### src/rtl/datapath_pipe_if.sv
// Instruction/result bus between a control unit (master) and the pipelined datapath (slave).
interface datapath_pipe_if #(
    parameter int DATA_WIDTH = 16,
    parameter int ADDR_WIDTH = 5
);
    logic                  valid;
    logic                  ready;
    logic [4:0]            FS;
    logic [ADDR_WIDTH-1:0] AA;
    logic [ADDR_WIDTH-1:0] BA;
    logic [ADDR_WIDTH-1:0] DA;
    logic [DATA_WIDTH-1:0] K;
    logic                  Bselect;
    logic                  cin;
    logic                  write;
    logic                  flag_en;
    logic [DATA_WIDTH-1:0] result;
    logic                  wb_valid;
    logic [3:0]            status;

    modport master (
        output valid, FS, AA, BA, DA, K, Bselect, cin, write, flag_en,
        input  ready, result, wb_valid, status
    );

    modport slave (
        input  valid, FS, AA, BA, DA, K, Bselect, cin, write, flag_en,
        output ready, result, wb_valid, status
    );
endinterface

### src/rtl/datapath_pipe.sv
// Two-stage register-file/ALU datapath with writeback forwarding, latched V/C/N/Z status
// and an iterative shift-add multiplier that stalls the instruction handshake.
module datapath_pipe #(
    parameter int DATA_WIDTH = 16,
    parameter int REG_COUNT  = 32,
    parameter int ADDR_WIDTH = 5
) (
    input  logic                  clock,
    input  logic                  reset,
    datapath_pipe_if.slave        bus,
    input  logic [ADDR_WIDTH-1:0] rd_addr,
    output logic [DATA_WIDTH-1:0] rd_data
);
    localparam int MSB       = DATA_WIDTH - 1;
    localparam int SHW       = $clog2(DATA_WIDTH);
    localparam int CW        = $clog2(DATA_WIDTH) + 1;
    localparam int REG_DEPTH = 2 ** ADDR_WIDTH;
    localparam logic [ADDR_WIDTH:0] REG_LIMIT = (ADDR_WIDTH + 1)'(REG_COUNT);

    localparam logic [4:0] FS_PASS = 5'b00000;
    localparam logic [4:0] FS_ADD  = 5'b00001;
    localparam logic [4:0] FS_SUB  = 5'b00010;
    localparam logic [4:0] FS_AND  = 5'b00011;
    localparam logic [4:0] FS_OR   = 5'b00100;
    localparam logic [4:0] FS_XOR  = 5'b00101;
    localparam logic [4:0] FS_NOT  = 5'b00110;
    localparam logic [4:0] FS_SHL  = 5'b00111;
    localparam logic [4:0] FS_SHR  = 5'b01000;
    localparam logic [4:0] FS_MUL  = 5'b01001;

    typedef enum logic {IDLE, MUL} state_t;
    state_t state, state_next;

    // Entries at or above REG_COUNT are never written, so they stay zero and fold away.
    logic [DATA_WIDTH-1:0] regs [REG_DEPTH];

    logic [DATA_WIDTH-1:0] wb_result;
    logic                  wb_valid, wb_write, wb_flag_en;
    logic [ADDR_WIDTH-1:0] wb_da;
    logic [3:0]            wb_flags;
    logic [3:0]            status;

    logic [DATA_WIDTH-1:0] mul_a, mul_b, mul_acc, mul_acc_next;
    logic [CW-1:0]         mul_count;
    logic [ADDR_WIDTH-1:0] mul_da;
    logic                  mul_write, mul_flag_en, mul_last;

    logic [DATA_WIDTH-1:0] a_op, b_reg, b_op, alu_y;
    logic [DATA_WIDTH:0]   sum;
    logic                  alu_c, alu_v, is_mul;

    function automatic logic in_range(input logic [ADDR_WIDTH-1:0] addr);
        return {1'b0, addr} < REG_LIMIT;
    endfunction

    // An operand whose register is being written back this cycle takes the writeback value.
    always_comb begin
        a_op  = '0;
        b_reg = '0;
        if (in_range(bus.AA)) a_op  = regs[bus.AA];
        if (in_range(bus.BA)) b_reg = regs[bus.BA];
        if (wb_valid && wb_write && in_range(wb_da)) begin
            if (wb_da == bus.AA) a_op  = wb_result;
            if (wb_da == bus.BA) b_reg = wb_result;
        end
        b_op   = bus.Bselect ? bus.K : b_reg;
        is_mul = (bus.FS == FS_MUL);
    end

    always_comb begin
        sum   = '0;
        alu_y = '0;
        alu_c = 1'b0;
        alu_v = 1'b0;
        case (bus.FS)
            FS_PASS: alu_y = a_op;
            FS_ADD: begin
                sum   = {1'b0, a_op} + {1'b0, b_op} + {{DATA_WIDTH{1'b0}}, bus.cin};
                alu_y = sum[MSB:0];
                alu_c = sum[DATA_WIDTH];
                alu_v = (a_op[MSB] == b_op[MSB]) && (alu_y[MSB] != a_op[MSB]);
            end
            FS_SUB: begin
                sum   = {1'b0, a_op} + {1'b0, ~b_op} + (DATA_WIDTH + 1)'(1);
                alu_y = sum[MSB:0];
                alu_c = sum[DATA_WIDTH];
                alu_v = (a_op[MSB] != b_op[MSB]) && (alu_y[MSB] != a_op[MSB]);
            end
            FS_AND:  alu_y = a_op & b_op;
            FS_OR:   alu_y = a_op | b_op;
            FS_XOR:  alu_y = a_op ^ b_op;
            FS_NOT:  alu_y = ~a_op;
            FS_SHL:  alu_y = a_op << b_op[SHW-1:0];
            FS_SHR:  alu_y = a_op >> b_op[SHW-1:0];
            default: alu_y = '0;
        endcase
    end

    assign mul_acc_next = mul_b[0] ? mul_acc + mul_a : mul_acc;
    assign mul_last     = (mul_count == CW'(DATA_WIDTH - 1));

    always_ff @(posedge clock) begin
        if (reset) state <= IDLE;
        else       state <= state_next;
    end

    always_comb begin
        state_next = state;
        bus.ready  = 1'b0;
        case (state)
            IDLE: begin
                bus.ready = 1'b1;
                if (bus.valid && is_mul) state_next = MUL;
            end
            MUL: if (mul_last) state_next = IDLE;
            default: state_next = IDLE;
        endcase
    end

    always_ff @(posedge clock) begin
        if (reset) begin
            for (int i = 0; i < REG_DEPTH; i++) regs[i] <= '0;
            wb_result   <= '0;
            wb_valid    <= 1'b0;
            wb_write    <= 1'b0;
            wb_flag_en  <= 1'b0;
            wb_da       <= '0;
            wb_flags    <= '0;
            status      <= '0;
            mul_a       <= '0;
            mul_b       <= '0;
            mul_acc     <= '0;
            mul_count   <= '0;
            mul_da      <= '0;
            mul_write   <= 1'b0;
            mul_flag_en <= 1'b0;
        end else begin
            wb_valid <= 1'b0;
            if (wb_valid) begin
                if (wb_write && in_range(wb_da)) regs[wb_da] <= wb_result;
                if (wb_flag_en) status <= wb_flags;
            end
            case (state)
                IDLE: if (bus.valid) begin
                    if (is_mul) begin
                        mul_a       <= a_op;
                        mul_b       <= b_op;
                        mul_acc     <= '0;
                        mul_count   <= '0;
                        mul_da      <= bus.DA;
                        mul_write   <= bus.write;
                        mul_flag_en <= bus.flag_en;
                    end else begin
                        wb_valid   <= 1'b1;
                        wb_result  <= alu_y;
                        wb_da      <= bus.DA;
                        wb_write   <= bus.write;
                        wb_flag_en <= bus.flag_en;
                        wb_flags   <= {alu_v, alu_c, alu_y[MSB], alu_y == '0};
                    end
                end
                MUL: begin
                    mul_acc   <= mul_acc_next;
                    mul_a     <= mul_a << 1;
                    mul_b     <= mul_b >> 1;
                    mul_count <= mul_count + CW'(1);
                    if (mul_last) begin
                        wb_valid   <= 1'b1;
                        wb_result  <= mul_acc_next;
                        wb_da      <= mul_da;
                        wb_write   <= mul_write;
                        wb_flag_en <= mul_flag_en;
                        wb_flags   <= {2'b00, mul_acc_next[MSB], mul_acc_next == '0};
                    end
                end
                default: ;
            endcase
        end
    end

    assign bus.result   = wb_result;
    assign bus.wb_valid = wb_valid;
    assign bus.status   = status;
    assign rd_data      = in_range(rd_addr) ? regs[rd_addr] : '0;
endmodule

### src/flat_wrapper.sv
// flat-port wrapper written by rule: the top's interface ports become plain ports
module datapath_pipe_flat 
#(
    parameter int DATA_WIDTH = 16,
    parameter int REG_COUNT  = 32,
    parameter int ADDR_WIDTH = 5
)
  (clock, reset, rd_addr, rd_data, bus_valid, bus_FS, bus_AA, bus_BA, bus_DA, bus_K, bus_Bselect, bus_cin, bus_write, bus_flag_en, bus_ready, bus_result, bus_wb_valid, bus_status);
  datapath_pipe_if #(.DATA_WIDTH(DATA_WIDTH), .ADDR_WIDTH(ADDR_WIDTH)) bus_i ();
  input  logic clock;
  input  logic reset;
  input  logic [ADDR_WIDTH-1:0] rd_addr;
  output logic [DATA_WIDTH-1:0] rd_data;
  input wire logic [$bits(bus_i.valid)-1:0] bus_valid;
  input wire logic [$bits(bus_i.FS)-1:0] bus_FS;
  input wire logic [$bits(bus_i.AA)-1:0] bus_AA;
  input wire logic [$bits(bus_i.BA)-1:0] bus_BA;
  input wire logic [$bits(bus_i.DA)-1:0] bus_DA;
  input wire logic [$bits(bus_i.K)-1:0] bus_K;
  input wire logic [$bits(bus_i.Bselect)-1:0] bus_Bselect;
  input wire logic [$bits(bus_i.cin)-1:0] bus_cin;
  input wire logic [$bits(bus_i.write)-1:0] bus_write;
  input wire logic [$bits(bus_i.flag_en)-1:0] bus_flag_en;
  output wire logic [$bits(bus_i.ready)-1:0] bus_ready;
  output wire logic [$bits(bus_i.result)-1:0] bus_result;
  output wire logic [$bits(bus_i.wb_valid)-1:0] bus_wb_valid;
  output wire logic [$bits(bus_i.status)-1:0] bus_status;
  assign bus_i.valid = bus_valid;
  assign bus_i.FS = bus_FS;
  assign bus_i.AA = bus_AA;
  assign bus_i.BA = bus_BA;
  assign bus_i.DA = bus_DA;
  assign bus_i.K = bus_K;
  assign bus_i.Bselect = bus_Bselect;
  assign bus_i.cin = bus_cin;
  assign bus_i.write = bus_write;
  assign bus_i.flag_en = bus_flag_en;
  assign bus_ready = bus_i.ready;
  assign bus_result = bus_i.result;
  assign bus_wb_valid = bus_i.wb_valid;
  assign bus_status = bus_i.status;
  datapath_pipe #(.DATA_WIDTH(DATA_WIDTH), .REG_COUNT(REG_COUNT), .ADDR_WIDTH(ADDR_WIDTH)) u_core (.clock(clock), .reset(reset), .bus(bus_i), .rd_addr(rd_addr), .rd_data(rd_data));
endmodule
### config.mk
export PLATFORM = sky130hd
export DESIGN_NAME = datapath_pipe_flat
export DESIGN_NICKNAME = d
export VERILOG_FILES = /design/src/rtl/datapath_pipe_if.sv /design/src/rtl/datapath_pipe.sv /design/src/flat_wrapper.sv
export SDC_FILE = /design/constraint.sdc
export NUM_CORES = 2
export LEC_CHECK = 0
export BUFFER_PORTS_ARGS = -buffer_cell sky130_fd_sc_hd__buf_2
export CORE_UTILIZATION = 25
export CTS_CLUSTER_DIAMETER = 100
export DETAILED_ROUTE_END_ITERATION = 8
export PLACE_DENSITY = 0.47
export SYNTH_ARGS = -nofsm -noshare
export SYNTH_HDL_FRONTEND = slang
export SYNTH_SLANG_ARGS = --single-unit
### constraint.sdc
create_clock -name clock -period 11.1 [get_ports clock]
set_clock_uncertainty 0.2 [all_clocks]
set_input_delay 2.22 -clock clock [delete_from_list [all_inputs] [get_ports clock]]
set_output_delay 2.22 -clock clock [all_outputs]
set_load 0.05 [all_outputs]
---- Word level (Yosys, flattened, before mapping) ----
Memory sizes are Yosys's and may differ from the RTL's.
Index checks and enable logic that the tools add are counted.
word-level totals
  register bits ........................... 93
  bits in writable memories ............... 512
  input bits .............................. 48
  output and inout bits ................... 38
  memories ................................ 1
cells by class
  add/subtract/negate cells ............... 6
  eq/ne operators ......................... 20
  shift-type cells ........................ 2
  mux-type cells .......................... 58
  bitwise operators ....................... 6
  reductions and logical operators ........ 12
memory list
  name         words  width  read ports  clocked after memory_dff  write ports  RTL line             source
  u_core.regs  32     16     3           0                         32           datapath_pipe.sv:35  logic [DATA_WIDTH-1:0] regs [REG_DEPTH];
operators by type and width
  operator                                                               count
  16-bit two-way mux                                                     16
  16-bit one-hot mux with 9 select lines                                 1
  16-bit one-hot mux with 2 select lines                                 4
  16-bit by 16-bit adder with 17-bit output                              2
  16-bit logical NOT                                                     2
  16-bit inverter                                                        2
  5-bit two-way mux                                                      6
  5-bit by 3-bit equality test with 1-bit output, second input constant  4
  5-bit one-hot mux with 2 select lines                                  2
  1-bit two-way mux                                                      19
  17-bit by 1-bit adder with 17-bit output                               1
  17-bit by 1-bit adder with 17-bit output, second input constant        1
  16-bit adder                                                           1
  16-bit AND                                                             1
  16-bit OR                                                              1
  16-bit OR reduction                                                    1
  16-bit by 4-bit << shifter with 16-bit output                          1
  16-bit by 4-bit >> shifter with 16-bit output                          1
  16-bit XOR                                                             1
  5-bit by 4-bit equality test with 1-bit output, second input constant  3
  4-bit two-way mux                                                      3
  1-bit one-hot mux with 2 select lines                                  6
  5-bit by 2-bit equality test with 1-bit output, second input constant  2
  5-bit equality test                                                    2
  12 further kinds                                                       21

---- Depth between registers and ports, before layout ----
  word-level depth ........................ 13
  mapped depth ............................ 27

---- Worst setup path after synthesis ----
Ideal clock, no wire load.
  path kind ............................... in2reg
  start point ............................. input port bus_BA[0]
  end point ............................... register u_core.wb_result[14], in the netlist u_core.bus.result[14]
  setup time .............................. 0.088 ns
  arrival ................................. 7.475 ns
  data required time ...................... 10.812 ns
  setup slack ............................. 3.337 ns
  stages .................................. 26
  buffers on the path ..................... 6
  cell sequence ........................... buf_4 -> buf_2 -> buf_4 -> clkbuf_1 -> buf_1 -> mux4_2 -> mux4_2 -> mux2i_1 -> nand2_1 -> o21ai_0 -> o21ai_0 -> inv_1 -> ha_1 -> clkbuf_1 -> nand2b_1 -> o21ai_0 -> o21bai_1 -> or3_1 -> o21ai_0 -> a21oi_2 -> a221o_2 -> nor2_1 -> nor2_1 -> a221o_1 -> nand2b_1 -> a311oi_2
on the way
  cells in the longest elaborated chain, start to end .. 11
  elaborated cells between the ends (all ways) .. 19
RTL lines
  what                                                       RTL line              source
  start, declared                                            flat_wrapper.sv:17    input wire logic [$bits(bus_i.BA)-1:0] bus_BA;
  memory 32 x 16 bit or 5-bit equality test (tied branches)  n/a
  16-bit two-way mux                                         datapath_pipe.sv:64   if (wb_da == bus.BA) b_reg = wb_result;
  16-bit two-way mux *                                       datapath_pipe.sv:62   if (wb_valid && wb_write && in_range(wb_da)) begin
  16-bit two-way mux *                                       datapath_pipe.sv:66   b_op = bus.Bselect ? bus.K : b_reg;
  16-bit inverter                                            datapath_pipe.sv:84   sum = {1'b0, a_op} + {1'b0, ~b_op} + (DATA_WIDTH + 1)'(1);
  16-bit by 16-bit adder with 17-bit output                  datapath_pipe.sv:84
  17-bit by 1-bit adder with 17-bit output                   datapath_pipe.sv:84
  16-bit one-hot mux with 9 select lines *                   datapath_pipe.sv:75   case (bus.FS)
  16-bit two-way mux *                                       datapath_pipe.sv:145  if (is_mul) begin
  16-bit two-way mux *                                       datapath_pipe.sv:144  IDLE: if (bus.valid) begin
  16-bit one-hot mux with 2 select lines *                   datapath_pipe.sv:143  case (state)
  end signal, assigned                                       datapath_pipe.sv:155  wb_result <= alu_y;
  end signal, assigned                                       datapath_pipe.sv:169  wb_result <= mul_acc_next;
  end, declared                                              datapath_pipe.sv:37   logic [DATA_WIDTH-1:0] wb_result;
Every way passes the cells marked *; elsewhere a longest branch is shown, timed or not. The select of a mux whose other input is x is not followed.
A chain may end at the register's enable or synchronous reset.

---- Final worst setup path ----
  start point ............................. input port bus_AA[0]
  end point ............................... register u_core.wb_flags[0]
on the way
  cells in the longest elaborated chain, start to end .. 10
  elaborated cells between the ends (all ways) .. 19
RTL lines
  what                                                          RTL line                                  source
  start, declared                                               flat_wrapper.sv:16                        input wire logic [$bits(bus_i.AA)-1:0] bus_AA;
  memory 32 x 16 bit or 5-bit equality test (tied branches)     n/a
  16-bit two-way mux                                            datapath_pipe.sv:63                       if (wb_da == bus.AA) a_op = wb_result;
  16-bit two-way mux *                                          datapath_pipe.sv:62
  16-bit by 16-bit adder with 17-bit output (on tied branches)  datapath_pipe.sv:84, datapath_pipe.sv:78
  17-bit by 1-bit adder with 17-bit output (on tied branches)   datapath_pipe.sv:84, datapath_pipe.sv:78
  16-bit one-hot mux with 9 select lines *                      datapath_pipe.sv:75
  16-bit logical NOT *                                          datapath_pipe.sv:159                      wb_flags <= {alu_v, alu_c, alu_y[MSB], alu_y == '0};
  4-bit two-way mux *                                           datapath_pipe.sv:145
  4-bit two-way mux *                                           datapath_pipe.sv:144
  4-bit one-hot mux with 2 select lines *                       datapath_pipe.sv:143
  end signal, assigned                                          datapath_pipe.sv:159
  end signal, assigned                                          datapath_pipe.sv:173                      wb_flags <= {2'b00, mul_acc_next[MSB], mul_acc_next == '0};
  end, declared                                                 datapath_pipe.sv:40                       logic [3:0] wb_flags;
Marked as above.

==> impl_metrics.yaml <==
synthesis:
  synth_top_area_share_pct: 37.5
  synth-warning-count: 0
  synth-main-ff-cell: "edfxtp_1"
  synth_area_leaders: "edfxtp_1, mux4_2, and2_1, dfxtp_1, nor3_1"
  synth_edf_count: 512
  seq_area_frac_synth_pct: 42.0
  syn_area_per_cell_um2: 11.9
  async_flop_share_pct: 0
  syn_nets: 3549
  syn-cell-area_mm2: 0.0410
  postSynthCellCount: 3437
  synth.distinct_cells: 105
  synth_top_cell_by_area: "edfxtp_1"
  ys_ff_latch: 604
global_route:
  overflow: 0
  grt_pass1_vias: 31100
  grt_max_degree: 83
  antenna_found_initial: 9
  grtUsageTotal_pct: 21.2
  grt_pass1_wl_um: 249000
worst_setup_path:
  worst-path-max-fanout: 60
  r2r_slack_ps: 3310
  critPathMostFrequentCell: "nand4_1"
  cpPeakStageDelay_ps: 1170
  critPathLaunchType: "primary input"
  reg2reg_to: "u_core.wb_flags[0]$_SDFFE_PP0P_"
  crit_path_end_kind: "flip-flop"
  worstPathArrival_ps: 10130
  required_ps: 11470
  reg2reg_from: "u_core.wb_da[0]$_SDFFE_PP0P_"
  cp_slowest_cell: "nor4_2"
  cp.buffers_inverters: 3
  crit_chain: "clkbuf_8 -> buf_12 -> xor2_1 -> nor4_2 -> nand2_1 -> o22a_1 -> inv_1 -> ha_1 -> nor2_1 -> nor3_1 -> a21oi_1 -> a31oi_1 -> a2111oi_0 -> o221ai_1 -> nor3b_1 -> nand4_1 -> nor4_1 -> and4_1 -> nand4_1 -> o211ai_1"
  crit_type: "primary input to flip-flop"
  critical_path.top_delay_family: "simple AND/OR/NAND/NOR gates"
  rr_worst_depth: 18
sta:
  drv_slew: 0
  layout_min_cycle_time_ps: 9750
  timing.final.crit_share_pct: 87.9
  finalHoldViolations: 0
  worst_pin_slew_ps: 1450
  max_slew_margin_pct: 2.84
  fmax_mhz: 103
  final.setup.worst_slack_ps: 1350
  rsz0062_at_grt: "false"
  finalSetupViolations: 0
  setup_tns_ps: 0
cts:
  clk_pin_slew_ps: 60
  cts_root_buf: "clkbuf_16"
  h-tree-depth: 3
  hold_buffers: 0
  clock_latency_ps: 680
  cts_buffers: 70
  cts_tree: "built"
  ctsLongestPathBuffers: 3
  clock_sinks: 604
  post_cts_resized: 0
  post_cts_buffers: 0
power:
  ir_drop_mv: 0.110
  total_power_uw: 6490
  power_density_mw_per_mm2: 140
  leakage_uw: 0.0157
floorplanning:
  fp.dieH_um: 407
  pin_count: 86
  chipWidth_um: 407
  die_area_mm2: 0.166
  core-area_mm2: 0.163
  initial_core_util_pct: 25.2
  fp-row-count: 148
route:
  antenna_left: 0
  drt_iter0_drc: 4049
  wl_per_cell_um: 31.9
  first_pass_iters: 5
  wirelength_um: 179000
  viasPerCell: 5.79
  vias: 32500
  drcViolationCount: 0
place:
  dpl.hpwl_um: 120000
  gp_congestion: 0.943
  placed_cells: 5482
  port_buffers: 85
  pre_cts_slack_ps: 942
flow_run:
  drv_cap: 0
status:
  status: "complete, no violations"
final_layout:
  drive_above_1_share_pct: 24.0
  utilization_pct: 28.4
  layout.cells.non_filler: 5612
  fillers: 16700
  areaGrowthSynthToFinish_pct: 12.9
  fin_nets: 3491
min_path:
  holdPathStages: 2
  hold_path_class: "flip-flop to flip-flop"
  min-delay-start: "u_core.mul_write$_SDFFE_PP0P_"
  holdPathEnd: "u_core.mul_write$_SDFFE_PP0P_"
-- layout make-up --
cell class	count	area [µm²]	area share, %
antenna	3	7.51	0.0162
clock buffer	88	1850	4.00
clock inverter	39	444	0.960
inverter	73	278	0.600
multi-input combinational	2434	22400	48.4
sequential	604	17200	37.2
tap	2175	2720	5.88
timing repair buffer	196	1370	2.96
-- logic make-up (layout without fill, tap and decap cells) --
kind of cell	count (synthesis)	in the layout	synth area share, %
compound gates	602	602	9.78
xor+xnor	28	28	0.598
fa+ha+maj	64	64	1.99
buf+inv	399	396	4.26
flops	604	604	42.0
mux	551	551	26.2
other cells	0	3	0
simple gates	1189	1189	15.1
-- power breakdown --
group | total (µW) | leakage [µW] | switching, µW | internal, µW
sequential | 2600 | 0.00603 | 65.7 | 2530
combinational | 1460 | 0.00851 | 980 | 479
clock | 2430 | 0.00111 | 1070 | 1360
-- flip-flops by register name, summed over array words and instances (netlist names), 5 cells and up --
name and count:
u_core.wb_da 5, u_core.mul_count 5, u_core.mul_acc 16, u_core.mul_da 5, u_core.regs 512, u_core.mul_b 16
u_core.mul_a 16, u_core.bus.result 15
-- synth_stat cells, drive strengths merged (26+ instances only) --
| library cell | count |
|---|---|
| edfxtp | 512 |
| mux4 | 415 |
| and2 | 298 |
| nor3 | 284 |
| nor2 | 227 |
| clkbuf | 216 |
| a21oi | 157 |
| nand2 | 154 |
| o21ai | 130 |
| buf | 110 |
| mux2i | 109 |
| dfxtp | 92 |
| inv | 67 |
| nand3 | 67 |
| ha | 62 |
| a211oi | 40 |
| a22oi | 35 |
| o22ai | 32 |
| nand2b | 28 |
| mux2 | 27 |
| a31oi | 26 |
-- through the flow --
step | instance area, µm² | hold slack [ps]
3_5_place_dp | 44000 | 246
5_1_grt | 46300 | 267
2_1_floorplan | 41000 | 236
4_1_cts | 46300 | 255
6_report | 46300 | 256
3_3_place_gp | 44000 | 242
-- placed cells by master, fill, tap and decap left out, types with 11 or more instances in the layout --
cell type	n
nor3_1	283
a22oi_1	34
o21ai_0	94
or3_1	12
a31oi_1	23
a21o_1	18
o211ai_1	20
and2_1	298
nor4_1	16
nand3_1	64
buf_2	76
nor2_1	224
mux4_2	409
clkbuf_16	71
nand4_1	20
o21ai_4	23
nand3b_1	12
clkbuf_1	16
mux2i_1	109
a21oi_1	156
edfxtp_1	512
and3_1	13
o22ai_1	32
a221oi_1	12
xor2_1	14
nand2b_1	27
clkinv_1	16
dfxtp_1	91
xnor2_1	14
buf_4	110
ha_1	62
inv_1	60
a211oi_1	40
clkinv_2	11
nand2_1	152
nor2b_1	16
mux2_2	27
-- worst min-delay path, stage by stage (launching register included) --
cell and delay, ps:
dfxtp_1 310, nand2_1 50, a21oi_1 50
-- metal layers --
metal	global-route usage (%)	wire (µm)	vias to the layer above
li1	-	-	13400
met1	29.0	73800	17000
met2	33.2	81600	1824
met3	4.24	16800	288
met4	7.62	6770	2
met5	0	11	-
-- worst max path at each step --
stage / start / to / slack [ps] / cells past startpoint
final: bus_AA[0] / u_core.wb_flags[0]$_SDFFE_PP0P_ / 1350 / 20
after global routing: bus_AA[0] / u_core.wb_flags[0]$_SDFFE_PP0P_ / 1120 / 20
after CTS: bus_AA[0] / u_core.wb_flags[0]$_SDFFE_PP0P_ / 1610 / 20
after detailed placement: bus_AA[0] / u_core.wb_flags[0]$_SDFFE_PP0P_ / 940 / 20
after global placement: bus_AA[0] / u_core.wb_flags[0]$_SDFFE_PP0P_ / 1070 / 20
after floorplan: bus_BA[0] / u_core.bus.result[14]$_SDFFE_PP0P_ / 3340 / 26
Power figures use the tool's default switching activity.
